`config.mk`:
```
export PLATFORM = sky130hd
export DESIGN_NAME = mem_bus_interconnect
export DESIGN_NICKNAME = d
export VERILOG_FILES = /design/src/rtl/bus_pkg.sv /design/src/rtl/bus_timeout_ctr.sv /design/src/rtl/mem_bus_interconnect.sv
export SDC_FILE = /design/constraint.sdc
export NUM_CORES = 1
export LEC_CHECK = 0
export CORE_UTILIZATION = 30
export DETAILED_ROUTE_END_ITERATION = 10
export SLEW_MARGIN = 10
export SYNTH_ARGS = -nofsm -noshare
export SYNTH_HDL_FRONTEND = slang
export SYNTH_HIERARCHICAL = 1
export SYNTH_SLANG_ARGS = --single-unit
```
`constraint.sdc`:
```
create_clock -name clk -period 6.5 [get_ports clk]
set_clock_uncertainty 0.05 [all_clocks]
set_input_delay 0.975 -clock clk [delete_from_list [all_inputs] [get_ports clk]]
set_output_delay 0.975 -clock clk [all_outputs]
set_load 0.03 [all_outputs]
```
`src/rtl/bus_pkg.sv`:
```
// Shared definitions for the CPU-to-device memory bus interconnect:
// FSM state encodings, default error read data and the address decode helper.
package bus_pkg;

  typedef enum logic [1:0] {
    ST_IDLE   = 2'd0,
    ST_ACCESS = 2'd1,
    ST_DONE   = 2'd2,
    ST_ERR    = 2'd3
  } bus_state_e;

  localparam logic [31:0] ERR_RDATA_DEFAULT = 32'hDEADBEEF;

  function automatic logic addr_match(input logic [31:0] addr,
                                      input logic [31:0] base,
                                      input logic [31:0] mask);
    return (addr & mask) == base;
  endfunction

endpackage

```
`src/rtl/bus_timeout_ctr.sv`:
```
// Saturating wait counter for an outstanding device access; expired flags the
// cycle in which the count reaches TIMEOUT (never when TIMEOUT is 0).
module bus_timeout_ctr #(
  parameter int unsigned TIMEOUT = 255
) (
  input  logic clk,
  input  logic nrst,
  input  logic clr,
  input  logic en,
  output logic expired
);

  localparam int unsigned CW = (TIMEOUT == 32'd0) ? 1 : $clog2(TIMEOUT + 32'd1);
  localparam logic [CW-1:0] CNT_MAX = '1;

  logic [CW-1:0] cnt_q;
  logic [CW-1:0] cnt_d;

  // Next count: clear wins, otherwise count up and hold at the top.
  always_comb begin
    cnt_d = cnt_q;
    if (clr) begin
      cnt_d = '0;
    end else if (en && (cnt_q != CNT_MAX)) begin
      cnt_d = cnt_q + CW'(1);
    end else begin
      cnt_d = cnt_q;
    end
  end

  // Counter register.
  always_ff @(posedge clk or negedge nrst) begin
    if (!nrst) begin
      cnt_q <= '0;
    end else begin
      cnt_q <= cnt_d;
    end
  end

  // Fires while the increment at the coming edge lands on TIMEOUT.
  assign expired = (TIMEOUT != 32'd0) && ((32'(cnt_q) + 32'd1) >= TIMEOUT);

endmodule

```
`src/rtl/mem_bus_interconnect.sv`:
```
// Single-master memory bus interconnect: decodes the CPU address onto one of N
// device ports, waits for ready with a timeout, and records sticky bus errors.
module mem_bus_interconnect
  import bus_pkg::*;
#(
  parameter int unsigned     N         = 2,
  parameter logic [N*32-1:0] DEV_BASE  = {32'h40000000, 32'h00000000},
  parameter logic [N*32-1:0] DEV_MASK  = {32'hFFFFFF00, 32'hFFFF0000},
  parameter int unsigned     TIMEOUT   = 255,
  parameter logic [31:0]     ERR_RDATA = ERR_RDATA_DEFAULT
) (
  input  logic            clk,
  input  logic            nrst,
  input  logic            cpu_mem_valid,
  input  logic [31:0]     cpu_mem_addr,
  input  logic [3:0]      cpu_mem_wstrb,
  output logic            cpu_mem_ready,
  output logic [31:0]     cpu_mem_rdata,
  output logic [N-1:0]    dev_mem_valid,
  input  logic [N-1:0]    dev_mem_ready,
  input  logic [N*32-1:0] dev_mem_rdata,
  input  logic            err_clr,
  output logic            bus_err,
  output logic            err_timeout,
  output logic [31:0]     err_addr
);

  localparam int unsigned SW = (N > 32'd1) ? $clog2(N) : 1;

  bus_state_e     state_q, state_d;
  logic [SW-1:0]  sel_q, sel_d;
  logic           cpu_mem_ready_q, cpu_mem_ready_d;
  logic [31:0]    cpu_mem_rdata_q, cpu_mem_rdata_d;
  logic [N-1:0]   dev_mem_valid_q, dev_mem_valid_d;
  logic           bus_err_q, bus_err_d;
  logic           err_timeout_q, err_timeout_d;
  logic [31:0]    err_addr_q, err_addr_d;

  logic           hit_s;
  logic [SW-1:0]  hit_idx_s;
  logic           dev_ready_sel_s;
  logic           expired_s;
  logic           err_enter_s;
  logic           unused_s;

  // Write strobes reach the devices on the shared CPU bus, not through here.
  assign unused_s = ^cpu_mem_wstrb;

  // Address decode; scanning downwards lets the lowest matching index win.
  always_comb begin
    hit_s     = 1'b0;
    hit_idx_s = '0;
    for (int i = int'(N) - 1; i >= 0; i--) begin
      if (addr_match(cpu_mem_addr, DEV_BASE[32*i +: 32], DEV_MASK[32*i +: 32])) begin
        hit_s     = 1'b1;
        hit_idx_s = SW'(i);
      end else begin
        hit_s     = hit_s;
        hit_idx_s = hit_idx_s;
      end
    end
  end

  assign dev_ready_sel_s = dev_mem_ready[sel_q];

  bus_timeout_ctr #(.TIMEOUT(TIMEOUT)) u_timeout_ctr (
    .clk     (clk),
    .nrst    (nrst),
    .clr     (state_q == ST_IDLE),
    .en      ((state_q == ST_ACCESS) && !dev_ready_sel_s),
    .expired (expired_s)
  );

  // Transaction FSM: next state, response pulse and read data capture.
  always_comb begin
    state_d         = state_q;
    sel_d           = sel_q;
    cpu_mem_ready_d = 1'b0;
    cpu_mem_rdata_d = cpu_mem_rdata_q;
    case (state_q)
      ST_IDLE: begin
        if (cpu_mem_valid && hit_s) begin
          sel_d   = hit_idx_s;
          state_d = ST_ACCESS;
        end else if (cpu_mem_valid) begin
          state_d = ST_ERR;
        end else begin
          state_d = ST_IDLE;
        end
      end
      ST_ACCESS: begin
        if (!cpu_mem_valid) begin
          state_d = ST_IDLE;
        end else if (dev_ready_sel_s) begin
          state_d         = ST_DONE;
          cpu_mem_ready_d = 1'b1;
          cpu_mem_rdata_d = dev_mem_rdata[32*sel_q +: 32];
        end else if (expired_s) begin
          state_d = ST_ERR;
        end else begin
          state_d = ST_ACCESS;
        end
      end
      ST_DONE: state_d = ST_IDLE;
      ST_ERR:  state_d = ST_IDLE;
      default: state_d = ST_IDLE;
    endcase
    if (state_d == ST_ERR) begin
      cpu_mem_ready_d = 1'b1;
      cpu_mem_rdata_d = ERR_RDATA;
    end else begin
      cpu_mem_ready_d = cpu_mem_ready_d;
    end
    for (int i = 0; i < int'(N); i++) begin
      dev_mem_valid_d[i] = (state_d == ST_ACCESS) && (sel_d == SW'(i));
    end
  end

  // Sticky error capture; a new error entry overrides a same-cycle clear.
  always_comb begin
    err_enter_s   = (state_d == ST_ERR);
    bus_err_d     = bus_err_q;
    err_timeout_d = err_timeout_q;
    err_addr_d    = err_addr_q;
    if (err_enter_s && (!bus_err_q || err_clr)) begin
      bus_err_d     = 1'b1;
      err_timeout_d = (state_q == ST_ACCESS);
      err_addr_d    = cpu_mem_addr;
    end else if (err_clr) begin
      bus_err_d     = 1'b0;
      err_timeout_d = 1'b0;
      err_addr_d    = 32'h0000_0000;
    end else begin
      bus_err_d     = bus_err_q;
    end
  end

  // State and output registers.
  always_ff @(posedge clk or negedge nrst) begin
    if (!nrst) begin
      state_q         <= ST_IDLE;
      sel_q           <= '0;
      cpu_mem_ready_q <= 1'b0;
      cpu_mem_rdata_q <= 32'h0000_0000;
      dev_mem_valid_q <= '0;
      bus_err_q       <= 1'b0;
      err_timeout_q   <= 1'b0;
      err_addr_q      <= 32'h0000_0000;
    end else begin
      state_q         <= state_d;
      sel_q           <= sel_d;
      cpu_mem_ready_q <= cpu_mem_ready_d;
      cpu_mem_rdata_q <= cpu_mem_rdata_d;
      dev_mem_valid_q <= dev_mem_valid_d;
      bus_err_q       <= bus_err_d;
      err_timeout_q   <= err_timeout_d;
      err_addr_q      <= err_addr_d;
    end
  end

  assign cpu_mem_ready = cpu_mem_ready_q;
  assign cpu_mem_rdata = cpu_mem_rdata_q;
  assign dev_mem_valid = dev_mem_valid_q;
  assign bus_err       = bus_err_q;
  assign err_timeout   = err_timeout_q;
  assign err_addr      = err_addr_q;

endmodule

```
After elaboration in Yosys (flattened, before gate mapping)
Index checks and enable logic that the tools add are counted.
Storage, ports and cells
  register bits: 80
  input bits: 106
  output and inout bits: 69
  word-level logic and storage cells: 68
Operators by class
  add/sub/neg operators: 2
  magnitude comparators: 2
  equal/unequal tests: 7
  shifts and indexed selects: 1
  mux-type cells: 28
  bitwise logic cells: 1
  reductions and logical operators: 18
Operators by type and width (count)
  $mux 32: 6
  $shiftx 64x7->32: 1
  $ge 32x8->1 const B: 1
  $logic_not 32->1: 1
  $eq 24x23->1 const B: 1
  $mux 8: 2
  $mux 1: 14
  $mux 2: 5
  $reduce_bool 2->1: 5
  $add 8x1->9 const B: 1
  $add 8x1->8 const B: 1
  $ne 8x8->1 const B: 1
  $eq 2x2->1 const B: 3
  $logic_and 1x1->1: 6
  $pmux 2 s3: 1
  $eq 2x1->1 const B: 2
  $reduce_and 3->1: 1
  $logic_not 1->1: 2
  $logic_not 2->1: 1
  $lt 1x2->1 const B: 1
  $reduce_or 2->1: 1
  $logic_or 1x1->1: 1
  $not 1->1: 1

Depth between registers and ports, before layout
  depth after elaboration: 9
  gate-level depth with buffers: 10

Hierarchy
The synthesis kept the hierarchy.
Modules (own cells, without submodules)
  mem_bus_interconnect: instances 1, cells an instance 295, area an instance 3418.3 µm²
  bus_timeout_ctr: instances 1, cells an instance 56, area an instance 514.2 µm²

Least setup slack after synthesis
OpenSTA, ideal clock, no wires.
  path kind: input to register
  start: in cpu_mem_valid
  end: reg err_addr_q[0] (netlist: err_addr[0])
  data arrival time: 2.336 ns
  data required time: 6.313 ns
  setup slack: 3.976 ns
  stages: 5
  path buffers: 1
  cell sequence: or3b_4 a311o_2 a311oi_4 buf_6 o32ai_1
On the way
  longest elaborated chain between the ends: 6
  elaborated cells between the ends (all ways): 9
  those cells by class: eq/ne: 1; mux: 5; reduce/logical: 3
Ends and longest elaborated chain
  start, declared: RTL line mem_bus_interconnect.sv:14  | input logic cpu_mem_valid,
  $mux 2 / $logic_and 1x1->1 (equally long branches): RTL line mem_bus_interconnect.sv:85, mem_bus_interconnect.sv:82
  $mux 2: RTL line mem_bus_interconnect.sv:82  | if (cpu_mem_valid && hit_s) begin
  $pmux 2 s3 *: RTL line mem_bus_interconnect.sv:80  | case (state_q)
  $eq 2x2->1 *: RTL line mem_bus_interconnect.sv:121  | err_enter_s = (state_d == ST_ERR);
  $logic_and 1x1->1 *: RTL line mem_bus_interconnect.sv:125  | if (err_enter_s && (!bus_err_q || err_clr)) begin
  $mux 32 / $reduce_bool 2->1 (equally long branches)
  end signal, assigned: RTL line mem_bus_interconnect.sv:157  | err_addr_q <= err_addr_d;
  end, declared: RTL line mem_bus_interconnect.sv:37  | logic [31:0] err_addr_q, err_addr_d;
Mark *: on every way between the ends. The rest lies on a longest branch, timed or not.
A chain may end at the register's enable or synchronous reset.

Worst setup path after layout
  start: in cpu_mem_addr[23]
  end: reg err_addr_q[31] (netlist: err_addr[31])
On the way
  longest elaborated chain between the ends: 9
  elaborated cells between the ends (all ways): 11
  those cells by class: eq/ne: 2; mux: 5; reduce/logical: 4
Ends and longest elaborated chain
  start, declared: RTL line mem_bus_interconnect.sv:15  | input logic [31:0] cpu_mem_addr,
  $eq 24x23->1: RTL line bus_pkg.sv:17  | return (addr & mask) == base;
  $mux 1: RTL line mem_bus_interconnect.sv:54  | if (addr_match(cpu_mem_addr, DEV_BASE[32*i +: 32], DEV_MASK[32*i +: 32])) begin
  $mux 1 *: RTL line mem_bus_interconnect.sv:54
  $logic_and 1x1->1 *: RTL line mem_bus_interconnect.sv:82
  $mux 2 *: RTL line mem_bus_interconnect.sv:82
  $pmux 2 s3 *: RTL line mem_bus_interconnect.sv:80
  $eq 2x2->1 *: RTL line mem_bus_interconnect.sv:121
  $logic_and 1x1->1 *: RTL line mem_bus_interconnect.sv:125
  $mux 32 / $reduce_bool 2->1 (equally long branches)
Marks and branches as above.

==> out/metrics.yaml <==
floorplanning:
  start_util_pct: 30.9
  die_w_um: 116
  core-area_um2: 12700
  die_area_um2: 13600
  die_h_um: 116
  rows: 41
  ioPinCount: 175
final_layout:
  area_growth_pct: 53.6
  final_cell_mix: "clkdlybuf4s50_1 (169), dfrtp_1 (79), inv_1 (69)"
  instances_no_fill: 688
  diodes: 0
  layout-drive-gt1-share_pct: 8.14
  final_common_cell: "clkdlybuf4s50_1"
  fin_nets: 621
  fill_cells: 1215
power_and_ir_drop:
  vdd_drop_max_mv: 0.156
  p_switching_uw: 521
  p_int_mw: 1.11
  seqPwrFrac_pct: 37.3
  swShare_pct: 31.9
  p_per_area_nw_per_um2: 270
  p_leak_nw: 2.39
  p_comb_share_pct: 32.8
  clkPwrFrac_pct: 29.9
route:
  drtPass1Iterations: 4
  drc: 0
  wl_per_cell_um: 15.2
  antenna_left: 0
  dr_total_vias: 3292
  postRouteWirelength_um: 10400
  vias_per_cell: 4.78
  dr.first_iter.drc_count: 183
grt:
  grtUsageTotal_pct: 15.7
  grt_pass1_vias: 3306
  grt_pass1_wl_um: 16200
  grt_max_degree: 81
  antenna_found_initial: 0
  overflow: 0
yosys:
  mappedNetlistArea_um2: 3930
  avgSynthCellArea_um2: 11.2
  synth_top_area_share_pct: 50.9
  yosysSeqAreaShare_pct: 50.9
  synth_adder_area_share_pct: 0.636
  dominantRegCellSynth: "dfrtp_1"
  synth-async-reset-ratio_pct: 100
  synth_edf_count: 0
  synth_seq_cells: 80
  synth_mux_area_share_pct: 9.23
  yosys.area_share.simple_pct: 7.76
  syn-num-nets: 459
  ys_warn_count: 6
  synth_xor_area_share_pct: 0.891
  netlist_instances: 351
  synth_largest_area_cell: "dfrtp_1"
  synth.distinct_cells: 56
  yosys-top-cells-area: "dfrtp_1 (51%), mux2i_1 (8.7%), o32ai_1 (7.1%), inv_1 (6.6%), a2bb2oi_2 (3.4%)"
  synth_top_family_by_area: "compound AO/OA/AOI/OAI gates"
  synth_compound_area_share_pct: 20.7
timing:
  drv_slew: 0
  fmax_ghz: 0.303
  hold-worst-slack_ns: 0.434
  rsz0062_at_grt: "false"
  finalHoldViolCount: 0
  tns_ns: 0
  worst_pin_slew_ns: 1.16
  setup_viol: 0
  relSlewSlack_pct: 22.4
  period_minus_slack_ns: 3.30
  period_share_pct: 50.8
clock_network:
  clockRootBuffer: "clkbuf_16"
  postCtsSetupBuffers: 0
  post_cts_resized: 0
  cts_buffer_depth: 2
  clk_pin_slew_ns: 0.06
  cts.sinks: 80
  cts.htree.levels: 3
  clock_latency_ns: 0.33
  ctsHoldBuffers: 0
  numCtsBuffers: 9
  cts_tree: "done"
hold_path:
  hold_path.class: "flip-flop to flip-flop"
placement:
  port_buffers: 170
  place.gp.congestion: 0.743
  dp_cells: 674
  hpwl_um: 7600
setup_path:
  critPathLaunchType: "input pin"
  cp.required_ns: 6.64
  cp_max_fo: 21
  crit_type: "input pin to flip-flop"
  cp-end-kind: "flip-flop"
  crit_arrival_ns: 3.44
run_status:
  status: "finished, final reports clean"
run:
  drv_cap: 0
[layout make-up]
type                            count  area [µm²]  share of cell area [%]
Clock buffer                        9         225                    3.73
Clock inverter                      5        58.8                   0.974
Sequential cell                    80        2000                    33.2
Tap cell                          172         215                    3.56
Timing Repair Buffer              173        1720                    28.5
Multi-Input combinational cell    179        1550                    25.7
Inverter                           70         264                    4.37
[cell usage after synthesis, drive strengths merged (2+ instances only)]
cell	instances
o2bb2ai	8
clkbuf	8
and3	3
and4	3
o32ai	33
nand3	6
nor3	5
mux2i	34
inv	69
nor2	8
o21ai	6
buf	14
nor4	5
xnor2	3
mux2	2
ha	2
a21oi	3
nand2	7
a41oi	2
dfrtp	80
a311oi	2
a2bb2oi	24
[registers in the layout, summed over array words and instances, names as in the netlist]
register	cells
state_q	2
err_addr	32
err_timeout	1
cpu_mem_ready	1
dev_mem_valid	2
bus_err	1
sel_q	1
u_timeout_ctr/cnt_q	8
cpu_mem_rdata	32
[power by group through the flow]
stage	Clock [mW]	Sequential (mW)	Combinational, mW
after detailed placement	0	0.617	0.542
after CTS	0.504	0.610	0.543
after floorplan	0	0.749	0.164
after global routing	0.529	0.618	0.571
after global placement	0	0.615	0.536
final	0.488	0.608	0.536
[logic make-up after synthesis]
group / count (synthesis)
buffers and inverters: 92
and+or+nand+nor: 50
adders and majority gates: 2
DFF: 80
xor gates and xnor gates: 4
muxes: 36
AOI/OAI and AO/OA: 87
[critical path, cell delays in order]
cell and delay (ns):
clkdlybuf4s50_1 0.44, nor4_1 0.59, a41oi_1 0.33, o31ai_4 0.59, buf_4 0.36, o32ai_1 0.14
[metal layers]
metal  global-route usage [%]  vias up  part of all wire [%]  routed length, µm
li1                         -     1589                     -                  -
met1                     18.6     1563                    42               4410
met2                     26.7      129                    49               5060
met3                     5.24       11                   7.8                812
met4                     5.13        0                   1.4                144
met5                        0        -                     0                  0
[final timing paths]
path,start,to,slack [ns],depth (start not counted)
worst max-delay path,cpu_mem_addr[23],err_addr[31],3.20,6
min in group asynchronous,nrst,err_addr[5],0.76,1
worst max register to register,u_timeout_ctr/cnt_q[1],dev_mem_valid[1],3.42,8
worst min register to register,cpu_mem_rdata[14],cpu_mem_rdata[14],0.43,1
max in group asynchronous,nrst,sel_q,4.92,1
worst min-delay path,cpu_mem_rdata[14],cpu_mem_rdata[14],0.43,1
[through the flow]
stage	setup WS [ns]	power, mW	cell area [µm²]	util [%]
floorplan	3.98	0.913	3930	-
global placement	2.88	1.15	5760	45.2
detailed placement	2.82	1.16	5760	45.2
CTS	3.17	1.66	6040	47.5
global route	3.01	1.72	6040	47.5
finish	3.20	1.63	6040	47.5
(Power assumes the default switching activity.)
